**src/rtl/dual_regfile_sb_pkg.sv**
```systemverilog
// Shared types and constants for the dual-issue GPR file, HI/LO pair and
// in-flight-writer scoreboard.
package dual_regfile_sb_pkg;

    localparam int NREG_DEFAULT  = 32;
    localparam int CNT_W_DEFAULT = 2;
    localparam int NUM_READS     = 4;

    typedef logic [31:0] word_t;
    typedef logic [4:0]  creg_addr_t;

    localparam creg_addr_t REG_ZERO = 5'd0;

    typedef struct packed {
        logic       valid;
        creg_addr_t dst;
        word_t      value;
    } write_reg_t;

    typedef struct packed {
        logic  hi_valid;
        logic  lo_valid;
        word_t hi;
        word_t lo;
    } write_hilo_t;

    // Number of the two slots that hit a given register this cycle (0..2).
    function automatic logic [1:0] hit_count(input logic slot_1_hit, input logic slot_2_hit);
        return {1'b0, slot_1_hit} + {1'b0, slot_2_hit};
    endfunction

endpackage

```
**src/rtl/dual_regfile_sb_if.sv**
```systemverilog
// Writeback, issue and read-port bundle between the pipeline (master) and
// the register file / scoreboard (slave).
interface dual_regfile_sb_if;
    import dual_regfile_sb_pkg::*;

    write_reg_t                      write_reg_1;
    write_reg_t                      write_reg_2;
    write_hilo_t                     write_hilo_1;
    write_hilo_t                     write_hilo_2;
    logic                            issue_valid_1;
    logic                            issue_valid_2;
    creg_addr_t                      issue_dst_1;
    creg_addr_t                      issue_dst_2;
    logic                            flush;
    // Read port order: index 0 = rs1, 1 = rt1, 2 = rs2, 3 = rt2.
    logic [NUM_READS-1:0][4:0]       raddr;
    logic [NUM_READS-1:0][31:0]      rdata;
    logic [NUM_READS-1:0]            rbusy;
    word_t                           hi;
    word_t                           lo;
    logic                            issue_ready;

    modport master (
        output write_reg_1, write_reg_2, write_hilo_1, write_hilo_2,
        output issue_valid_1, issue_valid_2, issue_dst_1, issue_dst_2,
        output flush, raddr,
        input  rdata, rbusy, hi, lo, issue_ready
    );

    modport slave (
        input  write_reg_1, write_reg_2, write_hilo_1, write_hilo_2,
        input  issue_valid_1, issue_valid_2, issue_dst_1, issue_dst_2,
        input  flush, raddr,
        output rdata, rbusy, hi, lo, issue_ready
    );

endinterface

```
**src/rtl/dual_regfile_sb_counter.sv**
```systemverilog
// Per-register in-flight writer counter: adds 0..2 issues, subtracts 0..2
// commits, clamps to [0, max] and clears on flush.
module sb_counter #(
    parameter int CNT_W = 2
) (
    input  logic             clk,
    input  logic             resetn,
    input  logic [1:0]       inc,
    input  logic [1:0]       dec,
    input  logic             flush,
    output logic [CNT_W-1:0] count,
    output logic             would_overflow
);

    localparam int SUM_W = CNT_W + 2;
    localparam logic [SUM_W-1:0] MAX_CNT = SUM_W'((1 << CNT_W) - 1);

    logic [CNT_W-1:0] count_q;
    logic [CNT_W-1:0] count_d;
    logic [SUM_W-1:0] sum;
    logic [SUM_W-1:0] dec_ext;
    logic [SUM_W-1:0] net;

    // Issues are added before commits are removed so a same-cycle pair nets
    // out; the result is clamped on both ends rather than wrapping.
    always_comb begin
        sum     = {2'b00, count_q} + {{CNT_W{1'b0}}, inc};
        dec_ext = {{CNT_W{1'b0}}, dec};
        net     = sum - dec_ext;
        count_d = count_q;
        if (flush) begin
            count_d = '0;
        end else if (sum <= dec_ext) begin
            count_d = '0;
        end else if (net > MAX_CNT) begin
            count_d = MAX_CNT[CNT_W-1:0];
        end else begin
            count_d = net[CNT_W-1:0];
        end
    end

    always_ff @(posedge clk or negedge resetn) begin
        if (!resetn) begin
            count_q <= '0;
        end else begin
            count_q <= count_d;
        end
    end

    assign count          = count_q;
    assign would_overflow = (sum > MAX_CNT);

endmodule

```
**src/rtl/dual_regfile_sb.sv**
```systemverilog
// Architectural GPR file, HI/LO pair and in-flight-writer scoreboard.
// Optional same-cycle write forwarding is enabled by defining REGFILE_BYPASS_EN.
module dual_regfile_sb
    import dual_regfile_sb_pkg::*;
#(
    parameter int NREG  = NREG_DEFAULT,
    parameter int CNT_W = CNT_W_DEFAULT
) (
    input  logic              clk,
    input  logic              resetn,
    dual_regfile_sb_if.slave  bus
);

    logic commit_1;
    logic commit_2;

    word_t regs_q [NREG];
    word_t regs_d [NREG];
    word_t hi_q;
    word_t hi_d;
    word_t lo_q;
    word_t lo_d;

    logic [1:0]       inc_cnt [NREG];
    logic [1:0]       dec_cnt [NREG];
    logic [CNT_W-1:0] cnt     [NREG];
    logic [NREG-1:0]  ovf;

    assign commit_1 = bus.write_reg_1.valid && (bus.write_reg_1.dst != REG_ZERO);
    assign commit_2 = bus.write_reg_2.valid && (bus.write_reg_2.dst != REG_ZERO);

    // Slot 2 is younger, so its write is applied last and wins on collision.
    always_comb begin
        regs_d = regs_q;
        if (commit_1) begin
            regs_d[bus.write_reg_1.dst] = bus.write_reg_1.value;
        end
        if (commit_2) begin
            regs_d[bus.write_reg_2.dst] = bus.write_reg_2.value;
        end
        regs_d[0] = '0;
    end

    always_comb begin
        hi_d = hi_q;
        lo_d = lo_q;
        if (bus.write_hilo_1.hi_valid) hi_d = bus.write_hilo_1.hi;
        if (bus.write_hilo_2.hi_valid) hi_d = bus.write_hilo_2.hi;
        if (bus.write_hilo_1.lo_valid) lo_d = bus.write_hilo_1.lo;
        if (bus.write_hilo_2.lo_valid) lo_d = bus.write_hilo_2.lo;
    end

    always_ff @(posedge clk or negedge resetn) begin
        if (!resetn) begin
            for (int r = 0; r < NREG; r++) begin
                regs_q[r] <= '0;
            end
            hi_q <= '0;
            lo_q <= '0;
        end else begin
            regs_q <= regs_d;
            hi_q   <= hi_d;
            lo_q   <= lo_d;
        end
    end

    // r0 gets a counter too, but its increments and decrements are masked so it stays at zero.
    for (genvar r = 0; r < NREG; r++) begin : g_sb
        assign inc_cnt[r] = hit_count(
            (r != 0) && bus.issue_valid_1 && (bus.issue_dst_1 == creg_addr_t'(r)),
            (r != 0) && bus.issue_valid_2 && (bus.issue_dst_2 == creg_addr_t'(r)));
        assign dec_cnt[r] = hit_count(
            commit_1 && (bus.write_reg_1.dst == creg_addr_t'(r)),
            commit_2 && (bus.write_reg_2.dst == creg_addr_t'(r)));

        sb_counter #(.CNT_W(CNT_W)) u_cnt (
            .clk            (clk),
            .resetn         (resetn),
            .inc            (inc_cnt[r]),
            .dec            (dec_cnt[r]),
            .flush          (bus.flush),
            .count          (cnt[r]),
            .would_overflow (ovf[r])
        );
    end

    assign bus.issue_ready = ~|ovf;

    always_comb begin
        bus.rdata = '0;
        bus.rbusy = '0;
        for (int i = 0; i < NUM_READS; i++) begin
            bus.rdata[i] = regs_q[bus.raddr[i]];
            bus.rbusy[i] = (cnt[bus.raddr[i]] != '0);
`ifdef REGFILE_BYPASS_EN
            if (commit_2 && (bus.write_reg_2.dst == bus.raddr[i])) begin
                bus.rdata[i] = bus.write_reg_2.value;
            end else if (commit_1 && (bus.write_reg_1.dst == bus.raddr[i])) begin
                bus.rdata[i] = bus.write_reg_1.value;
            end
            if ((dec_cnt[bus.raddr[i]] != 2'd0) &&
                (({2'b00, cnt[bus.raddr[i]]} + {{CNT_W{1'b0}}, inc_cnt[bus.raddr[i]]}) <=
                 {{CNT_W{1'b0}}, dec_cnt[bus.raddr[i]]})) begin
                bus.rbusy[i] = 1'b0;
            end
`endif
            if (bus.raddr[i] == REG_ZERO) begin
                bus.rdata[i] = '0;
                bus.rbusy[i] = 1'b0;
            end
        end
    end

`ifdef REGFILE_BYPASS_EN
    assign bus.hi = hi_d;
    assign bus.lo = lo_d;
`else
    assign bus.hi = hi_q;
    assign bus.lo = lo_q;
`endif

endmodule

```
**src/flat_wrapper.sv**
```systemverilog
// flat-port wrapper written by rule: the top's interface ports become plain ports
module dual_regfile_sb_flat import dual_regfile_sb_pkg::*;
#(
    parameter int NREG  = NREG_DEFAULT,
    parameter int CNT_W = CNT_W_DEFAULT
)
  (clk, resetn, bus_write_reg_1, bus_write_reg_2, bus_write_hilo_1, bus_write_hilo_2, bus_issue_valid_1, bus_issue_valid_2, bus_issue_dst_1, bus_issue_dst_2, bus_flush, bus_raddr, bus_rdata, bus_rbusy, bus_hi, bus_lo, bus_issue_ready);
  dual_regfile_sb_if bus_i ();
  input  logic clk;
  input  logic resetn;
  input wire logic [$bits(bus_i.write_reg_1)-1:0] bus_write_reg_1;
  input wire logic [$bits(bus_i.write_reg_2)-1:0] bus_write_reg_2;
  input wire logic [$bits(bus_i.write_hilo_1)-1:0] bus_write_hilo_1;
  input wire logic [$bits(bus_i.write_hilo_2)-1:0] bus_write_hilo_2;
  input wire logic [$bits(bus_i.issue_valid_1)-1:0] bus_issue_valid_1;
  input wire logic [$bits(bus_i.issue_valid_2)-1:0] bus_issue_valid_2;
  input wire logic [$bits(bus_i.issue_dst_1)-1:0] bus_issue_dst_1;
  input wire logic [$bits(bus_i.issue_dst_2)-1:0] bus_issue_dst_2;
  input wire logic [$bits(bus_i.flush)-1:0] bus_flush;
  input wire logic [$bits(bus_i.raddr)-1:0] bus_raddr;
  output wire logic [$bits(bus_i.rdata)-1:0] bus_rdata;
  output wire logic [$bits(bus_i.rbusy)-1:0] bus_rbusy;
  output wire logic [$bits(bus_i.hi)-1:0] bus_hi;
  output wire logic [$bits(bus_i.lo)-1:0] bus_lo;
  output wire logic [$bits(bus_i.issue_ready)-1:0] bus_issue_ready;
  assign bus_i.write_reg_1 = bus_write_reg_1;
  assign bus_i.write_reg_2 = bus_write_reg_2;
  assign bus_i.write_hilo_1 = bus_write_hilo_1;
  assign bus_i.write_hilo_2 = bus_write_hilo_2;
  assign bus_i.issue_valid_1 = bus_issue_valid_1;
  assign bus_i.issue_valid_2 = bus_issue_valid_2;
  assign bus_i.issue_dst_1 = bus_issue_dst_1;
  assign bus_i.issue_dst_2 = bus_issue_dst_2;
  assign bus_i.flush = bus_flush;
  assign bus_i.raddr = bus_raddr;
  assign bus_rdata = bus_i.rdata;
  assign bus_rbusy = bus_i.rbusy;
  assign bus_hi = bus_i.hi;
  assign bus_lo = bus_i.lo;
  assign bus_issue_ready = bus_i.issue_ready;
  dual_regfile_sb #(.NREG(NREG), .CNT_W(CNT_W)) u_core (.clk(clk), .resetn(resetn), .bus(bus_i));
endmodule
```
**config.mk**
```make
export PLATFORM = sky130hd
export DESIGN_NAME = dual_regfile_sb_flat
export DESIGN_NICKNAME = d
export VERILOG_FILES = /design/src/rtl/dual_regfile_sb_pkg.sv /design/src/rtl/dual_regfile_sb_if.sv /design/src/rtl/dual_regfile_sb_counter.sv /design/src/rtl/dual_regfile_sb.sv /design/src/flat_wrapper.sv
export SDC_FILE = /design/constraint.sdc
export NUM_CORES = 2
export LEC_CHECK = 0
export ABC_AREA = 1
export CELL_PAD_IN_SITES_DETAIL_PLACEMENT = 1
export CELL_PAD_IN_SITES_GLOBAL_PLACEMENT = 2
export CORE_ASPECT_RATIO = 0.8
export CORE_MARGIN = 2
export CORE_UTILIZATION = 37
export CTS_CLUSTER_DIAMETER = 200
export CTS_CLUSTER_SIZE = 20
export DETAILED_ROUTE_END_ITERATION = 10
export PLACE_DENSITY_LB_ADDON = 0.15
export SLEW_MARGIN = 30
export SYNTH_ARGS = -nofsm -noshare
export SYNTH_HDL_FRONTEND = slang
export SYNTH_SLANG_ARGS = --single-unit
```
**constraint.sdc**
```tcl
create_clock -name clk -period 4.7 [get_ports clk]
set_input_delay 0.94 -clock clk [delete_from_list [all_inputs] [get_ports clk]]
set_output_delay 0.94 -clock clk [all_outputs]
set_load 0.01 [all_outputs]
```
Word-level counts from Yosys, hierarchy flattened
Cells that the tools add are included.
{"block": "totals", "ff_bits": 1120, "inputBits": 243, "out_inout_bits": 197}
{"block": "classes", "add_sub_neg": 126, "order_cmp": 104, "eq_ne": 124, "mux": 140, "bitwise_logic": 6, "n_reduce_logical": 146}
{"cell": "$bwmux W1024", "n": 2}
{"cell": "$mux W1024", "n": 1}
{"cell": "$mux W992", "n": 1}
{"cell": "$bmux W32 S5", "n": 4}
{"cell": "$mux W32", "n": 18}
{"cell": "$demux W32 S5", "n": 2}
{"cell": "$eq A5 B5 Y1 const B", "n": 64}
{"cell": "$gt A4 B2 Y1 const B", "n": 63}
{"cell": "$mux W2", "n": 104}
{"cell": "$eq A5 B4 Y1 const B", "n": 32}
{"cell": "$logic_and A1 B1 Y1", "n": 130}
{"cell": "$add A1 B1 Y2", "n": 63}
{"cell": "$le A4 B2 Y1", "n": 31}
{"cell": "$sub A4 B2 Y4", "n": 31}
{"cell": "$add A2 B2 Y3", "n": 31}
{"cell": "$eq A5 B3 Y1 const B", "n": 16}
{"cell": "$bmux W2 S5", "n": 4}
{"cell": "$eq A5 B2 Y1 const B", "n": 8}
{"cell": "$ge A6 B6 Y1 const B", "n": 6}
{"cell": "$not A5 Y6", "n": 6}
{"cell": "$reduce_or A32 Y1", "n": 1}
{"cell": "$logic_not A5 Y1", "n": 6}
{"cell": "$eq A5 B1 Y1 const B", "n": 4}
{"cell": "$lt A6 B1 Y1 const B", "n": 2}
{"cell": "other kinds (7)", "n": 16}

Logic depth before layout (Yosys ltp)
{"block": "depth", "depth_word": 9, "ltp_mapped": 20, "depth_no_buf": 18}

Modules after synthesis
Synthesis repeated with hierarchy kept, for this count alone.
{"block": "hier_totals", "cells_unflattened": 14554, "hier_area_um2": 94575.7}
{"module": "dual_regfile_sb", "instances": 1, "cells_each": 13722, "area_each_um2": 87729.1, "seq_area_each_um2": 26425.3}
{"module": "sb_counter", "instances": 32, "cells_each": 26, "area_each_um2": 214.0, "seq_area_each_um2": 50.0}

Least setup slack after synthesis
OpenSTA, ideal clock, no wires.
{"block": "synth_timing", "path_kind": "input -> register", "from": "in bus_write_reg_1[36]", "to": "reg u_core.g_sb[8].u_cnt.count_q[0]", "arrival_ps": 3563, "required_time_ps": 4587, "setup_slack_ps": 1024, "cell_stages": 17, "path_cell_list": "buf_4 inv_2 nand3_2 nand2_1 inv_2 buf_6 nand2_1 clkbuf_1 inv_1 ha_1 ha_1 fa_1 ha_1 a21boi_0 nand2_1 nand2_1 inv_1"}
{"block": "synth_via", "elab_chain_cells": 9, "word_cells_on_any_way": 11, "classes_between": "add/sub (2); order compare (2); eq/ne (1); mux (3); reduce/logical (3)"}
{"element": "start: declaration", "line_no": "flat_wrapper.sv:11", "text": "input wire logic [$bits(bus_i.write_reg_1)-1:0] bus_write_reg_1;"}
{"element": "$reduce_bool A5 Y1", "line_no": "dual_regfile_sb.sv:29", "text": "assign commit_1 = bus.write_reg_1.valid && (bus.write_reg_1.dst != REG_ZERO);"}
{"element": "$logic_and A1 B1 Y1", "line_no": "dual_regfile_sb.sv:29"}
{"element": "$logic_and A1 B1 Y1 *", "line_no": "dual_regfile_sb.sv:73", "text": "commit_1 && (bus.write_reg_1.dst == creg_addr_t'(r)),"}
{"element": "$add A1 B1 Y2 *", "line_no": "dual_regfile_sb_pkg.sv:29", "text": "return {1'b0, slot_1_hit} + {1'b0, slot_2_hit};"}
{"element": "$sub A4 B2 Y4", "line_no": "dual_regfile_sb_counter.sv:29", "text": "net = sum - dec_ext;"}
{"element": "$gt A4 B2 Y1", "line_no": "dual_regfile_sb_counter.sv:35", "text": "end else if (net > MAX_CNT) begin"}
{"element": "$mux W2", "line_no": "dual_regfile_sb_counter.sv:35"}
{"element": "$mux W2 *", "line_no": "dual_regfile_sb_counter.sv:33", "text": "end else if (sum <= dec_ext) begin"}
{"element": "$mux W2 *", "line_no": "dual_regfile_sb_counter.sv:31", "text": "if (flush) begin"}
{"element": "named net u_core.g_sb[8].u_cnt.count_d[0]", "line_no": "dual_regfile_sb_counter.sv:19", "text": "logic [CNT_W-1:0] count_d;"}
{"element": "end signal: assignment", "line_no": "dual_regfile_sb_counter.sv:46", "text": "count_q <= count_d;"}
{"element": "end: declaration", "line_no": "dual_regfile_sb_counter.sv:18", "text": "logic [CNT_W-1:0] count_q;"}
The timed path passes the listed nets; every way through them passes the cells marked *.
A chain may end at the register's enable or synchronous reset.

Worst setup path after layout
{"block": "layout_timing", "from": "in bus_raddr[15]", "to": "out bus_rdata[104]"}
{"block": "layout_via", "elab_chain_cells": 5, "word_cells_on_any_way": 6, "classes_between": "mux (4); bitwise (1); reduce/logical (1)"}
{"element": "start: declaration", "line_no": "flat_wrapper.sv:20", "text": "input wire logic [$bits(bus_i.raddr)-1:0] bus_raddr;"}
{"element": "$not A5 Y6 (not written as such)", "line_no": "dual_regfile_sb.sv:93", "text": "bus.rdata[i] = regs_q[bus.raddr[i]];"}
{"element": "$bmux W32 S5", "line_no": "dual_regfile_sb.sv:93"}
{"element": "$mux W32 (not written as such) (2 in series)", "line_no": "dual_regfile_sb.sv:93"}
{"element": "$mux W32 *", "line_no": "dual_regfile_sb.sv:107", "text": "if (bus.raddr[i] == REG_ZERO) begin"}
{"element": "end: declaration", "line_no": "flat_wrapper.sv:21", "text": "output wire logic [$bits(bus_i.rdata)-1:0] bus_rdata;"}
Mark *: on every way between the ends. The rest lies on a longest branch, timed or not. The select of a mux whose other input is x is not followed.

==> flow_summary.yaml <==
yosys:
  ys_warn_count: 0
  async_flop_share: 1.000
  syn_inst: 14048
  ys_ff_latch: 1120
  synth_edf_count: 0
  synth.distinct_cells: 36
  syn_area_per_cell_sq_um: 6.542
  synth_flop_cell: "dfrtp_1"
  synth-seq-area-share: 0.3050
  netlist_area_sq_um: 91900
  yosys.area.top_type: "dfrtp_1"
  yosysTopAreaCellShare: 0.3050
  yosys-top-cells-area: "dfrtp_1 30%, o21ai_0 14%, a21oi_1 12%"
layout:
  syn_to_final_growth_pct: 12.98
  fin_nets: 14180
  layout_common_cells: "2656 x o21ai_0, 2219 x a21oi_1, 2097 x nand2_1, 1225 x inv_1, 1120 x dfrtp_1"
  final_util: 0.4208
  multi_input_area_sq_um: 53440
  mostFrequentLayoutCell: "o21ai_0"
  layout-drive-gt1-share: 0.06766
  nFillCells: 31367
  seqCellArea_sq_um: 28030
sta:
  clock_skew_ps: 29.31
  slew_headroom: 0.1916
  hold_violations: 0
  post-route-period-util: 1.022
  tightest_slew_ps: 1213
  rsz0062_at_grt: "false"
  final_max_slew_viol_count: 0
  setup_slack_ps: -101.5
  setup_viol: 2
  max_freq_mhz: 208.3
  period_minus_slack_ps: 4802
clock_tree:
  cts_setup_buffers: 0
  clock_latency_ps: 850
  clock-root-buffer: "clkbuf_16"
  cts_buffers: 61
  htreeDepth: 2
  cts_sinks: 1120
  cts_tree: "yes"
  cts_buffer_depth: 3
  clk_pin_slew_ps: 90
worst_hold_path:
  hold_class: "reg -> reg"
  hold_start: "u_core.regs_q[313]"
worst_setup_path:
  crit_arrival_ps: 3860
  crit_path_start: "bus_raddr[15]"
  critical_path_class: "in -> out"
  worstReg2RegStart: "u_core.g_sb[2].u_cnt.count[0]"
  worst_path_most_repeated_cell: "nand2_1"
  crit_slowest_cell: "clkdlybuf4s50_1"
  endpoint_kind: "primary output"
  cp-start-kind: "primary input"
  crit_fanout: 30
  max_stage_delay_ps: 970
  path_cells: "buf_4, nand2_4, inv_6, buf_12, nand2_1, o221ai_1, nand2_1, nand3_1, nand3_1, nand2_1, clkdlybuf4s50_1"
  cp.required_ps: 3760
drt:
  drt_iter0_drc: 19454
  wl_per_cell_um: 38.46
  dr.pass1.iters: 6
  antenna_left: 0
  totalWireLength_um: 655800
  drc: 0
  vias: 119903
  vias_per_cell: 7.032
global_route:
  grt_max_degree: 109
  grtUsageTotal: 0.5001
  antenna_found_initial: 67
  grt_pass1_wl_um: 905500
  grt_overflow: 0
  grt_pass1_vias: 115886
run_status:
  violations: "negative setup slack"
  status: "finished, violations left"
run:
  drv_cap: 0
placement:
  hpwlAfterDp_um: 395600
  port_buffers: 439
  gp_congestion: 0.9743
die:
  placementRows: 163
  top_level_ports: 440
  die_x_um: 561.2
  die_h_um: 449.8
  core_area_sq_um: 246800
  start_util: 0.3724
  dieArea_sq_um: 252400
power_and_ir_drop:
  ir_drop_v: 0.0003843
  finalPower_mw: 34.92
  pwr_density_cell_nw_per_um2: 336.3
  p_leak_nw: 44.47
==> layer usage <==
metal / routed length, um / share of wire / vias to the layer above / track usage
met4: 53970 / 0.082 / 47 / 0.3481
met3: 94770 / 0.14 / 2695 / 0.1750
met1: 249800 / 0.38 / 59294 / 0.6476
met5: 406 / 0.00062 / - / 0.002273
met2: 256900 / 0.39 / 10015 / 0.6893
li1: - / - / 47852 / -
==> registers in the layout, indices dropped and copies added, names as in the netlist <==
| name | count |
|---|---|
| u_core.bus.lo | 32 |
| u_core.g_sb.u_cnt.count | 64 |
| u_core.regs_q | 992 |
| u_core.bus.hi | 32 |
==> worst paths after layout <==
path | slack (ps) | depth (start not counted) | endpoint
max reg2reg | 1750 | 9 | u_core.g_sb[2].u_cnt.count[1]
min | 550 | 2 | u_core.regs_q[313]
min in group asynchronous | 560 | 2 | u_core.regs_q[133]
max in group asynchronous | 2530 | 4 | u_core.regs_q[335]
max | -100 | 11 | bus_rdata[104]
min reg2reg | 550 | 2 | u_core.regs_q[313]
==> power by group <==
part / internal [mW] / switching, mW / total (mW)
logic: 4.85 / 9.45 / 14.3
clock network: 2.35 / 4.13 / 6.48
registers: 12.0 / 2.14 / 14.1
total: 19.2 / 15.7 / 34.9
==> critical path: cells and delay by family <==
kind,cells,cell delay [ps]
and+or+nand+nor,6,920
AOI/OAI and AO/OA,1,80
buffers and inverters,4,1850
==> cell families after synthesis <==
group / after synthesis / share of synthesized area
compound gates: 6347 / 0.3746
simple gates: 3592 / 0.1644
buf+inv: 2766 / 0.1181
flops: 1120 / 0.3050
fa+ha+maj: 222 / 0.03790
other cells: 1 / 0.00004080
==> layout make-up <==
type | instances | area share
inverters | 1309 | 0.04821
multi-input cells | 10163 | 0.5146
repair buffers | 1060 | 0.1115
clock inverters | 1 | 0.0001566
diodes | 36 | 0.0008676
well taps | 3300 | 0.03976
flip-flops and latches | 1120 | 0.2699
clock buffers | 62 | 0.01494
==> Yosys cell counts, drive strengths merged (52+ instances only) <==
cell type / number
fa: 94
o21ai: 3144
o22ai: 52
nand3: 1067
dfrtp: 1120
ha: 128
inv: 1302
nand2: 2148
o211ai: 608
or2: 61
clkbuf: 986
buf: 471
o2111ai: 195
nor2: 272
a21oi: 2219
==> what timing repair did <==
action,in CTS,in global routing
gates cloned,0,0
pin swaps,1,3
hold buffers,0,1
endpoints found under the setup margin,1,4
hold endpoints to repair,0,7
gates resized for setup,7,7
==> through the flow <==
step           worst slack [ps]  hold slack [ps]  TNS, ps  cells  cell area [sq um]
3_3_place_gp             -505.4            522.8   -505.4  16950             102100
4_1_cts                   52.05            170.9        0  17013             103700
5_1_grt                   24.05            581.2        0  17028             103800
6_report                 -101.5            553.7   -126.5  17051             103800
2_1_floorplan              1024            502.2        0  14049              91910
3_5_place_dp             -410.7            526.1   -410.7  16950             102100
No activity file was read; power rests on OpenSTA's default activity.
